### config.mk
export PLATFORM = sky130hd
export DESIGN_NAME = dma_copy
export DESIGN_NICKNAME = d
export VERILOG_FILES = /design/src/rtl/dma_copy_pkg.sv /design/src/rtl/dma_copy_regs.sv /design/src/rtl/dma_copy.sv
export SDC_FILE = /design/constraint.sdc
export NUM_CORES = 1
export LEC_CHECK = 0
export CORE_MARGIN = 2
export CORE_UTILIZATION = 30
export DETAILED_ROUTE_END_ITERATION = 6
export REMOVE_ABC_BUFFERS = 1
export SETUP_SLACK_MARGIN = 0.2
export SLEW_MARGIN = 20
export SYNTH_ARGS = -nofsm -noshare
export SYNTH_HDL_FRONTEND = slang
export SYNTH_SLANG_ARGS = --single-unit
### constraint.sdc
create_clock -name clk -period 2.7 [get_ports clk]
set_input_delay 0.27 -clock clk [delete_from_list [all_inputs] [get_ports clk]]
set_output_delay 0.27 -clock clk [all_outputs]
set_load 0.005 [all_outputs]
### src/rtl/dma_copy_pkg.sv
// Shared definitions for the dma_copy word-copy engine: FSM states, register map,
// CTRL/STATUS bit positions and the byte-lane merge helper.
package dma_copy_pkg;

    typedef enum logic [2:0] {
        ST_IDLE,
        ST_READ,
        ST_RGAP,
        ST_WRITE,
        ST_WGAP
    } state_e;

    localparam logic [1:0] REG_SRC  = 2'd0;
    localparam logic [1:0] REG_DST  = 2'd1;
    localparam logic [1:0] REG_LEN  = 2'd2;
    localparam logic [1:0] REG_CTRL = 2'd3;

    localparam int unsigned CTRL_START    = 0;
    localparam int unsigned CTRL_CLR_DONE = 1;
    localparam int unsigned STAT_BUSY     = 0;
    localparam int unsigned STAT_DONE     = 1;

    function automatic logic [31:0] lane_merge(input logic [31:0] old,
                                               input logic [31:0] wdata,
                                               input logic [3:0]  wstrb);
        logic [31:0] r;
        for (int unsigned i = 0; i < 4; i++) begin
            r[i*8 +: 8] = wstrb[i] ? wdata[i*8 +: 8] : old[i*8 +: 8];
        end
        return r;
    endfunction

endpackage

### src/rtl/dma_copy_regs.sv
// Responder side of dma_copy: one-cycle ready handshake, byte-lane SRC/DST/LEN
// registers, registered read mux, and START / CLR_DONE command pulses.
module dma_copy_regs
    import dma_copy_pkg::*;
#(
    parameter int unsigned LEN_W = 16
) (
    input  logic             clk_i,
    input  logic             rst_ni,
    input  logic             enable_i,
    input  logic             valid_i,
    input  logic [3:0]       wstrb_i,
    input  logic [31:0]      wdata_i,
    input  logic [1:0]       addr_i,
    input  logic             busy_i,
    input  logic             done_i,
    output logic             ready_o,
    output logic [31:0]      rdata_o,
    output logic [31:0]      src_o,
    output logic [31:0]      dst_o,
    output logic [LEN_W-1:0] len_o,
    output logic             start_o,
    output logic             clr_done_o
);

    logic             rdy_q;
    logic [31:0]      rdata_q;
    logic [31:0]      src_q, dst_q;
    logic [LEN_W-1:0] len_q;
    logic             accept, wr, wr_cfg, wr_ctrl;
    logic [31:0]      rd_mux, src_wr, dst_wr, len_wr;

    assign accept  = valid_i & enable_i & ~rdy_q;
    assign wr      = accept & (wstrb_i != '0);
    assign wr_cfg  = wr & ~busy_i;
    assign wr_ctrl = wr & (addr_i == REG_CTRL) & wstrb_i[0];

    assign start_o    = wr_ctrl & wdata_i[CTRL_START] & ~busy_i;
    assign clr_done_o = wr_ctrl & wdata_i[CTRL_CLR_DONE];

    // Address registers keep bits [1:0] at zero so reads and working copies stay aligned.
    assign src_wr = lane_merge(src_q, wdata_i, wstrb_i) & 32'hFFFF_FFFC;
    assign dst_wr = lane_merge(dst_q, wdata_i, wstrb_i) & 32'hFFFF_FFFC;
    assign len_wr = lane_merge(32'(len_q), wdata_i, wstrb_i);

    always_comb begin
        rd_mux = '0;
        case (addr_i)
            REG_SRC: rd_mux = src_q;
            REG_DST: rd_mux = dst_q;
            REG_LEN: rd_mux = 32'(len_q);
            default: begin
                rd_mux[STAT_BUSY] = busy_i;
                rd_mux[STAT_DONE] = done_i;
            end
        endcase
    end

    always_ff @(posedge clk_i or negedge rst_ni) begin
        if (!rst_ni) begin
            rdy_q   <= 1'b0;
            rdata_q <= '0;
            src_q   <= '0;
            dst_q   <= '0;
            len_q   <= '0;
        end else begin
            rdy_q <= accept;
            if (accept) rdata_q <= rd_mux;
            if (wr_cfg && addr_i == REG_SRC) src_q <= src_wr;
            if (wr_cfg && addr_i == REG_DST) dst_q <= dst_wr;
            if (wr_cfg && addr_i == REG_LEN) len_q <= len_wr[LEN_W-1:0];
        end
    end

    assign ready_o = rdy_q & enable_i;
    assign rdata_o = ready_o ? rdata_q : '0;
    assign src_o   = src_q;
    assign dst_o   = dst_q;
    assign len_o   = len_q;

endmodule

### src/rtl/dma_copy.sv
// dma_copy top: copy FSM and native-bus initiator port around dma_copy_regs.
// Optional feature macro: DMA_COPY_IRQ_EN adds the irq completion output.
module dma_copy
    import dma_copy_pkg::*;
#(
    parameter int unsigned LEN_W = 16
) (
    input  logic        clk,
    input  logic        resetn,
    input  logic        enable,
    input  logic        mem_valid,
    output logic        mem_ready,
    input  logic        mem_instr,
    input  logic [3:0]  mem_wstrb,
    input  logic [31:0] mem_wdata,
    input  logic [31:0] mem_addr,
    output logic [31:0] mem_rdata,
    output logic        m_valid,
    input  logic        m_ready,
    output logic        m_instr,
    output logic [3:0]  m_wstrb,
    output logic [31:0] m_wdata,
    output logic [31:0] m_addr,
    input  logic [31:0] m_rdata
`ifdef DMA_COPY_IRQ_EN
    ,
    output logic        irq
`endif
);

    state_e           state_q, state_d;
    logic [31:0]      src_q, dst_q, buf_q;
    logic [LEN_W-1:0] cnt_q;
    logic             done_q;
    logic             busy, last_word, start, clr_done;
    logic [31:0]      cfg_src, cfg_dst;
    logic [LEN_W-1:0] cfg_len;
    logic             unused_ok;

    assign busy      = (state_q != ST_IDLE);
    assign last_word = (cnt_q == LEN_W'(1));
    assign unused_ok = &{1'b0, mem_instr, mem_addr[31:4], mem_addr[1:0]};

    dma_copy_regs #(.LEN_W(LEN_W)) u_regs (
        .clk_i      (clk),
        .rst_ni     (resetn),
        .enable_i   (enable),
        .valid_i    (mem_valid),
        .wstrb_i    (mem_wstrb),
        .wdata_i    (mem_wdata),
        .addr_i     (mem_addr[3:2]),
        .busy_i     (busy),
        .done_i     (done_q),
        .ready_o    (mem_ready),
        .rdata_o    (mem_rdata),
        .src_o      (cfg_src),
        .dst_o      (cfg_dst),
        .len_o      (cfg_len),
        .start_o    (start),
        .clr_done_o (clr_done)
    );

    always_ff @(posedge clk or negedge resetn) begin
        if (!resetn) state_q <= ST_IDLE;
        else         state_q <= state_d;
    end

    always_comb begin
        state_d = state_q;
        case (state_q)
            ST_IDLE:  if (start && cfg_len != '0) state_d = ST_READ;
            ST_READ:  if (m_ready) state_d = ST_RGAP;
            ST_RGAP:  state_d = ST_WRITE;
            ST_WRITE: if (m_ready) state_d = ST_WGAP;
            ST_WGAP:  state_d = last_word ? ST_IDLE : ST_READ;
            default:  state_d = ST_IDLE;
        endcase
    end

    always_comb begin
        m_valid = 1'b0;
        m_wstrb = '0;
        m_wdata = '0;
        m_addr  = '0;
        case (state_q)
            ST_READ: begin
                m_valid = 1'b1;
                m_addr  = src_q;
            end
            ST_WRITE: begin
                m_valid = 1'b1;
                m_addr  = dst_q;
                m_wstrb = 4'hF;
                m_wdata = buf_q;
            end
            default: ;
        endcase
    end

    assign m_instr = 1'b0;

    // START is only issued from IDLE, so it never collides with the WGAP updates.
    always_ff @(posedge clk or negedge resetn) begin
        if (!resetn) begin
            src_q  <= '0;
            dst_q  <= '0;
            buf_q  <= '0;
            cnt_q  <= '0;
            done_q <= 1'b0;
        end else begin
            if (start) begin
                src_q  <= cfg_src;
                dst_q  <= cfg_dst;
                cnt_q  <= cfg_len;
                done_q <= (cfg_len == '0);
            end else if (state_q == ST_WGAP && last_word) begin
                done_q <= 1'b1;
            end else if (clr_done) begin
                done_q <= 1'b0;
            end
            if (state_q == ST_READ && m_ready) buf_q <= m_rdata;
            if (state_q == ST_WGAP) begin
                src_q <= src_q + 32'd4;
                dst_q <= dst_q + 32'd4;
                cnt_q <= cnt_q - LEN_W'(1);
            end
        end
    end

`ifdef DMA_COPY_IRQ_EN
    assign irq = done_q;
`endif

endmodule
# After elaboration in Yosys (flattened, before gate mapping)
# Cells that the tools add are included.
[op_classes]
mul = 0
addsub = 3
reduce_logical = 27
order_cmp = 0
n_div = 0
n_bitwise = 12
n_shift = 0
eq_ne = 11
muxes = 21
[ops]
columns = ["op", "count"]
rows = [
  ["two-way mux 32 bit", 6],
  ["one-hot mux 30 bit (3 select lines)", 1],
  ["adder 32 x 3 -> 32 bit (second input constant)", 2],
  ["one-hot mux 32 bit (2 select lines)", 1],
  ["two-way mux 16 bit", 2],
  ["AND reduction 2 bit", 10],
  ["== test 16 x 1 -> 1 bit (second input constant)", 1],
  ["zero test 16 bit", 1],
  ["nonzero test 16 bit", 1],
  ["subtractor 16 x 1 -> 16 bit (second input constant)", 1],
  ["one-hot mux 3 bit (5 select lines)", 1],
  ["bitwise AND 1 bit", 10],
  ["two-way mux 3 bit", 3],
  ["== test 3 x 2 -> 1 bit (second input constant)", 2],
  ["logical AND 1 bit", 6],
  ["!= test 2 bit (second input constant)", 3],
  ["nonzero test 3 bit", 2],
  ["two-way mux 1 bit", 5],
  ["== test 2 bit (second input constant)", 2],
  ["two-way mux 4 bit", 1],
  ["one-hot mux 2 bit (2 select lines)", 1],
  ["nonzero test 4 bit", 1],
  ["OR reduction 2 bit", 2],
  ["== test 3 x 1 -> 1 bit (second input constant)", 1],
  ["other kinds (7)", 8],
]
[word_totals]
ff_bits = 225
ramBits = 0
mem_count = 0
latchBits = 0
romBits = 0
inputBits = 106
word_cells = 92

# Longest topological paths before layout
# Gate-level depths: netlist of the first run.
[depth]
ltp_word = 10
mapped_depth = 8
mapped_depth_nobuf = 6

# Cells and area by module
# A second synthesis of the first run with hierarchy kept.
[hier_totals]
hier_cells = 1125
hier_area_um2 = 11703.7
[by_module_without_submodules]
columns = ["mod", "seq_area_each_um2", "cells_per_inst", "area_each_um2", "instances"]
rows = [
  ["dma_copy", 2902.8, 731, 6737.7, 1],
  ["dma_copy_regs", 2727.6, 394, 4966.0, 1],
]

# Worst setup path before layout of the first run
# OpenSTA, ideal clock, no wires.
[synth_timing]
path_kind = "reg2reg"
start = "register cnt_q[3]"
end = "register cnt_q[13]"
path_slack_ns = 0.443
setup_time_ns = 0.126
t_arrival_ns = 2.131
n_path_buf = 1
stages_incl_launch_ff = 6
required_time_ns = 2.574
cell_sequence = "dfrtp_1 or4_4 or4b_1 buf_2 o311a_1 a221o_1"
[synth_via]
elab_chain_cells = 2
[synth_rtl]
columns = ["element", "line_no", "text"]
rows = [
  ["start, declared", "dma_copy.sv:33", "logic [LEN_W-1:0] cnt_q;"],
  ["start signal, assigned", "dma_copy.sv:114", "cnt_q <= cfg_len;"],
  ["start signal, assigned", "dma_copy.sv:125", "cnt_q <= cnt_q - LEN_W'(1);"],
  ["subtractor 16 x 1 -> 16 bit", "dma_copy.sv:125", ""],
  ["two-way mux 16 bit", "dma_copy.sv:122", "if (state_q == ST_WGAP) begin"],
]
# No other way between the ends.
# A chain may end at the register's enable or synchronous reset.

# Worst setup path after layout of the first run
[layout_timing]
start = "register state_q[1]"
end = "output port m_addr[14]"
[layout_via]
elab_chain_cells = 2
[layout_rtl]
columns = ["element", "line_no", "text"]
rows = [
  ["start, declared", "dma_copy.sv:31", "state_e state_q, state_d;"],
  ["start signal, assigned", "dma_copy.sv:65", "else state_q <= state_d;"],
  ["== test 3 x 2 -> 1 bit / == test 3 x 1 -> 1 bit (equally long branches)", "dma_copy.sv:85", "case (state_q)"],
  ["one-hot mux 32 bit (2 select lines) (*)", "dma_copy.sv:85", ""],
  ["end, declared", "dma_copy.sv:23", "output logic [31:0] m_addr,"],
]
# Mark *: on every way between the ends. The rest lies on a longest branch, timed or not.

==> impl_metrics.toml, run 1 <==
[cts]
cts_sinks = 221
clk-insertion-delay-late_ns = 0.55
clock_path_buffers = 3
clock_tree.root_cell = "clkbuf_16"
clk_pin_slew_worst_paths_ns = 0.06
number_of_buffers_inserted_during_clock_tree_synthesis = 26
cts_tree = "done"
ctsHtreeMaxLevel = 1

[cells_and_area]
layout.core_utilization_pct = 39.6
fin_area_mm2 = 0.0145
insertedDiodeCount = 0
nets = 1356
post_route_cells_drive_above_1_share_pct = 17.5
layout.cells.non_filler = 1731
post_synthesis_to_final_layout_area_growth_pct = 30.2

[yosys]
post_synth_inst_count = 1074
yosys_warnings = 0
synth_flop_cell = "dfrtp_1"
synth_seq_cells = 221
synth_enable_flop_cells = 0
mappedNetlistArea_mm2 = 0.0111
post_synth.cell_area_avg_um2 = 10.4
ys_types = 58
synth_sequential_area_ratio_pct = 49.6
async_reset_ff_share_pct = 100

[die]
floorplan.die_area_mm2 = 0.0387
core_region_area_mm2 = 0.0366
start_util_pct = 30.4
die_width_um = 197
die_height_um = 197
core.rowCount = 70
pin_count = 209

[placement]
place_area_mm2 = 0.0136
dp.cells = 1684
gp_congestion = 0.865
dpl.hpwl_um = 25000
count_of_buffers_from_port_buffering = 174

[min_path]
hp-class = "primary input to register"

[sta]
max_slew.worst_pin.slew_ns = 0.701
worst_slew_margin_rel_pct = 53.2
setup_viol = 0
hold_viol = 0
rsz0062_at_grt = "true"
max_clock_freq_mhz = 404
final_min_period_over_clock_period_pct = 91.7
timing.final.crit_period_ns = 2.48
final.setup_skew_ns = 0.0279
timing_max_transition_violations_final = 0
setup_tns_ns = 0

[global_routing]
wire_length_of_the_first_global_routing_pass_um = 55100
number_of_antenna_violations_at_the_first_check_in_global_routing = 0
first_global_vias = 9355
grt_start_max_net_pins = 83
groute.usage.overall_pct = 18.3
grt_remaining_overflow = 0

[setup_path]
worstPathArrival_ns = 2.21
worstPathRequired_ns = 2.43
nature_of_the_critical_path_startpoint = "register"
cp-end-kind = "primary output"
worst_setup_path_type = "register to primary output"
crit_path_max_fanout = 53

[drt]
post-route-drc-count = 0
post_drt_wl_per_cell_um = 20.7
antenna_left = 0
detailedRoute.firstIterationViolations = 686
routed_wl_um = 35800
avgViaCountPerCell = 5.36
route.vias.total = 9278
pre_antenna_drt_iters = 5

[pwr]
p_int_uw = 8760
worst_ir_drop_vdd_mv = 0.417
sw_frac_of_total_pct = 33.4
switching_power_uw = 4400
power-per-cell-area_mw_per_mm2 = 907
total_power_uw = 13200
clock_power_share_pct = 25.8
p_comb_share_pct = 31.4
share_seq_of_total_power_pct = 42.8
power_leakage_uw = 0.00646

[status]
run_status = "completed"

[flow_run]
max_cap_violations = 0
[cells by family (layout without fill, tap and decap cells)]
logic type / Yosys count / after routing / synth area share [%]
buf+inv: 89 / 276 / 3.24
flops: 221 / 221 / 49.6
compound gates: 201 / 201 / 12.4
xor+xnor: 1 / 1 / 0.0786
mux: 170 / 170 / 16.5
fa+ha+maj: 4 / 4 / 0.449
other cells: 1 / 3 / 0.0336
simple gates: 387 / 387 / 17.7
[worst paths after layout]
kind / from / end / slack (ns) / depth (start not counted)
setup / recovery: state_q[1] / m_addr[14] / 0.22 / 4
min in group asynchronous: resetn / u_regs.rdata_q[22] / 0.31 / 2
setup reg to reg: state_q[0] / u_regs.src_o[16] / 0.26 / 6
hold reg to reg: u_regs.rdata_q[27] / u_regs.rdata_q[27] / 0.47 / 2
hold / removal: mem_addr[2] / u_regs.rdata_q[4] / 0.26 / 4
max in group asynchronous: resetn / u_regs.rdata_q[25] / 1.60 / 3
[flip-flops by register name, summed over array words and instances, names as in the netlist]
name	flops
buf_q	32
u_regs.rdata_q	32
dst_q	30
src_q	30
u_regs.dst_o	30
u_regs.src_o	30
cnt_q	16
u_regs.len_o	16
state_q	3
done_q	1
u_regs.rdy_q	1
[worst max-delay path, cell delays in order (launching register included)]
cell and delay, ns:
dfrtp_2 0.42, buf_12 0.29, mux2i_1 0.42, nor2_1 0.08, clkdlybuf4s50_1 0.46
[cells in the mapped netlist (13+ instances only)]
| cell type | n | share of area, % |
|---|---|---|
| nand4_1 | 15 | 0.84 |
| buf_1 | 13 | 0.44 |
| o21ai_0 | 48 | 2.2 |
| nor2_1 | 104 | 3.5 |
| o31ai_1 | 18 | 1.2 |
| mux2i_1 | 62 | 5.6 |
| a211oi_1 | 25 | 1.7 |
| nand3_1 | 26 | 1.2 |
| a311oi_1 | 16 | 1.3 |
| dfrtp_1 | 221 | 50 |
| and3_1 | 81 | 4.5 |
| mux2_2 | 108 | 11 |
| a21oi_1 | 37 | 1.7 |
| clkbuf_1 | 56 | 1.9 |
| nor3_1 | 21 | 0.94 |
| nand2_1 | 90 | 3.0 |
[routing by layer]
layer	vias to the layer above	GRT usage, %	wire length, um
met4	0	5.96	1100
met2	279	29.7	16900
met1	4626	24.8	15900
met3	62	3.13	1960
met5	-	0	0
li1	4311	-	-
[cell type report]
type	count	area (um^2)
Inverter	10	37.5
Multi-Input combinational cell	766	5290
Fill cell	3663	22100
Clock inverter	5	36.3
Timing Repair Buffer	221	2240
Clock buffer	40	793
Tap cell	468	586
Sequential cell	221	5530
[timing repair]
action,in CTS,in global routing
resized for setup,7,6
gates cloned,0,1
pin swaps,0,0
hold buffers,1,0
hold endpoints to repair,78,0
setup buffers,0,0
setup endpoints to repair,53,63
[through the flow]
stage	hold slack [ns]	setup WS (ns)
5_1_grt	0.274	0.173
6_report	0.255	0.225
4_1_cts	0.235	0.199
3_5_place_dp	0.322	0.0546
2_1_floorplan	-0.0256	-2.09
3_3_place_gp	0.328	0.107
[cell usage in the layout (no fill, tap or decap), types with 4 or more instances in the layout]
cell type        count
o211ai_1             8
o32ai_1              4
nor2_1             102
clkbuf_8             9
o21ai_0             48
a211oi_1            25
o31ai_1             18
clkinv_2             4
a221o_1             12
and3_1              81
ha_1                 4
clkbuf_1             5
inv_1                9
clkbuf_16           27
a32oi_1              4
mux2_2             108
a21oi_1             37
nand4_1             15
dfrtp_1            219
nor4_1              12
nor3b_1              4
nand3_1             26
o311ai_0             5
nand2_1             90
mux2i_1             62
buf_4               34
o22ai_1              4
clkdlybuf4s50_1    171
a311oi_1            16
nor3_1              21
buf_12              10
[power by group through the flow]
| stage | registers [uW] | clock network (uW) | logic (uW) |
|---|---|---|---|
| after floorplan | 5350 | 0 | 2250 |
| after global placement | 5600 | 0 | 3970 |
| after detailed placement | 5650 | 0 | 4030 |
| after CTS | 5610 | 3490 | 4110 |
| after global routing | 5790 | 3660 | 4540 |
| final | 5630 | 3400 | 4130 |
Note: power is estimated with default switching activity, not from simulation.
==> run 2: changes to the inputs <==
- CTS_BUF_LIST: unset -> sky130_fd_sc_hd__clkbuf_4 sky130_fd_sc_hd__clkbuf_8
==> run 2 against run 1 <==
  * Register-to-register slack gained 0.06 ns
  * Via count grew 1.4%
  * Flip-flop and latch count is the same
  * Worst hold slack lost 0.030 ns
  * Global-route usage grew 0.22 points
  * Non-clock buffer count grew 5
  * Cell count grew 1.9%
  * Worst setup slack gained 0.054 ns
  * Critical endpoint is now m_wstrb[2]
  * Largest cell class unchanged
==> impl_metrics.toml, run 2 (synthesized netlist as in run 1, its figures left out) <==
[status]
run_status = "completed"

[cells_and_area]
reg_top3 = "buf_q: 32 flops, u_regs.rdata_q: 32 flops"
post_synthesis_to_final_layout_area_growth_pct = 31.8
fin_area_mm2 = 0.0147
post_route_cells_drive_above_1_share_pct = 20.1
most-common-layout-cells = "dfrtp_1 (219), clkdlybuf4s50_1 (171), mux2_2 (108)"
layout.core_utilization_pct = 40.1
nets = 1376
layout_commonest_cell = "dfrtp_1"
insertedDiodeCount = 0

[drt]
post_drt_wl_per_cell_um = 20.6
route.vias.total = 9410
routed_wl_um = 36300
avgViaCountPerCell = 5.33
antenna_left = 0
pre_antenna_drt_iters = 6
detailedRoute.firstIterationViolations = 666
post-route-drc-count = 0

[sta]
rsz0062_at_grt = "true"
final.setup_skew_ns = 0.0419
setup_tns_ns = 0
setup_viol = 0
worst_slew_margin_rel_pct = 53.1
max_slew.worst_pin.slew_ns = 0.704
timing.final.crit_period_ns = 2.42
timing_max_transition_violations_final = 0
hold_viol = 0
max_clock_freq_mhz = 413
final_min_period_over_clock_period_pct = 89.7

[min_path]
worstHoldPathCells = 4
hp-start = "mem_addr[2]"
hp-class = "primary input to register"
whs_endpoint = "u_regs.rdata_q[4]"

[setup_path]
critical_path.max_stage_delay_ns = 0.52
crit_path_max_fanout = 17
regToRegStartpoint = "cnt_q[3]"
cp_cell_sequence = "nand2b_1 > inv_2 > buf_12 > and2_1 > clkdlybuf4s50_1"
cells_on_worst_reg2reg_path = 4
slowest_library_cell_on_the_worst_path = "clkdlybuf4s50_1"
worstPathArrival_ns = 2.15
nature_of_the_critical_path_startpoint = "register"
reg2reg_slack_ns = 0.32
worstPathRequired_ns = 2.43
worst_setup_path_startpoint = "state_q[2]"
worst_setup_path_type = "register to primary output"
cp-end-kind = "primary output"
worst_r2r_endpoint = "cnt_q[13]"

[global_routing]
grt_remaining_overflow = 0
wire_length_of_the_first_global_routing_pass_um = 55400
grt_busiest_layer = "met2"
first_global_vias = 9434
grt_start_max_net_pins = 83
groute.layer.met1.usage_pct = 24.8
grtUsageMet2_pct = 29.6
grtUsageMet3_pct = 3.71
number_of_antenna_violations_at_the_first_check_in_global_routing = 0
groute.usage.overall_pct = 18.5

[cts]
clock_path_buffers = 3
cts_tree = "done"
clock_tree.root_cell = "clkbuf_8"
clk_pin_slew_worst_paths_ns = 0.06
cts_sinks = 221
number_of_buffers_inserted_during_clock_tree_synthesis = 41
ctsHtreeMaxLevel = 2
clk-insertion-delay-late_ns = 0.59

[placement]
count_of_buffers_from_port_buffering = 174
place_area_mm2 = 0.0136
gp_congestion = 0.865
dpl.hpwl_um = 25000

[die]
start_util_pct = 30.4
core.rowCount = 70
die_height_um = 197
core_region_area_mm2 = 0.0366
die_width_um = 197
pin_count = 209
floorplan.die_area_mm2 = 0.0387

[pwr]
worst_ir_drop_vdd_mv = 0.398
total_power_uw = 13500
power_leakage_uw = 0.00658
power-per-cell-area_mw_per_mm2 = 919

[flow_run]
max_cap_violations = 0
==> run 2: cell types whose count changed in the layout (fill, tap and decap cells not counted), moves of 2 or more <==
cell	delta
clkbuf_4	+10
clkbuf_8	+49
buf_4	+4
clkinv_2	-2
clkbuf_1	-5
clkbuf_16	-25
==> run 2: worst max-delay path by stage <==
| stage | endpoint | slack (ns) | cells past startpoint |
|---|---|---|---|
| 3_5_place_dp | u_regs.src_o[16] | 0.05 | 8 |
| 2_1_floorplan | dst_q[8] | -2.09 | 6 |
| 6_report | m_wstrb[2] | 0.28 | 5 |
| 3_3_place_gp | u_regs.src_o[18] | 0.11 | 8 |
| 4_1_cts | m_wstrb[2] | 0.21 | 5 |
| 5_1_grt | m_wstrb[3] | 0.15 | 5 |
==> run 2: critical path, delay by kind of cell (launching register included) <==
| kind | cells | cell delay (ns) |
|---|---|---|
| buf+inv | 3 | 0.85 |
| flops | 1 | 0.38 |
| simple gates | 2 | 0.36 |
==> run 2: area by class of cell <==
class,count,area (um^2)
fillers,3640,21900
flip-flops and latches,221,5530
multi-input cells,766,5290
repair buffers,226,2310
clock buffers,68,873
well taps,468,586
clock inverters,5,60.1
inverters,10,37.5
==> run 2: routing by layer <==
metal	wire length, um	up-vias
met2	16900	314
met4	1320	0
met3	2140	84
met1	15900	4652
li1	-	4360
met5	0	-
==> run 2: power by group <==
part | internal [uW] | leakage (uW) | switching [uW] | total [uW]
sequential | 4500 | 0.00284 | 1120 | 5620
combinational | 2340 | 0.00324 | 1920 | 4260
clock | 2140 | 0.000496 | 1480 | 3620
==> run 2: per-stage QoR <==
stage | hold WS [ns] | cells | setup slack, ns
finish | 0.225 | 1764 | 0.279
global route | 0.255 | 1764 | 0.152
CTS | 0.206 | 1760 | 0.208
detailed placement | 0.322 | 1684 | 0.0546
global placement | 0.328 | 1684 | 0.107
floorplan | -0.0256 | 997 | -2.09
==> run 2: what timing repair did <==
item / CTS / global route
hold buffers: 1 / 0
resized for setup: 10 / 4
pin swaps: 0 / 0
setup endpoints to repair: 54 / 54
setup buffers: 1 / 2
cloned: 1 / 2
hold endpoints to repair: 78 / 0
==> run 3: changes to the inputs <==
- HOLD_SLACK_MARGIN: unset -> 0.15
==> results of run 3 <==
No change in the layout: final DEF, timing and power equal those of run 2.
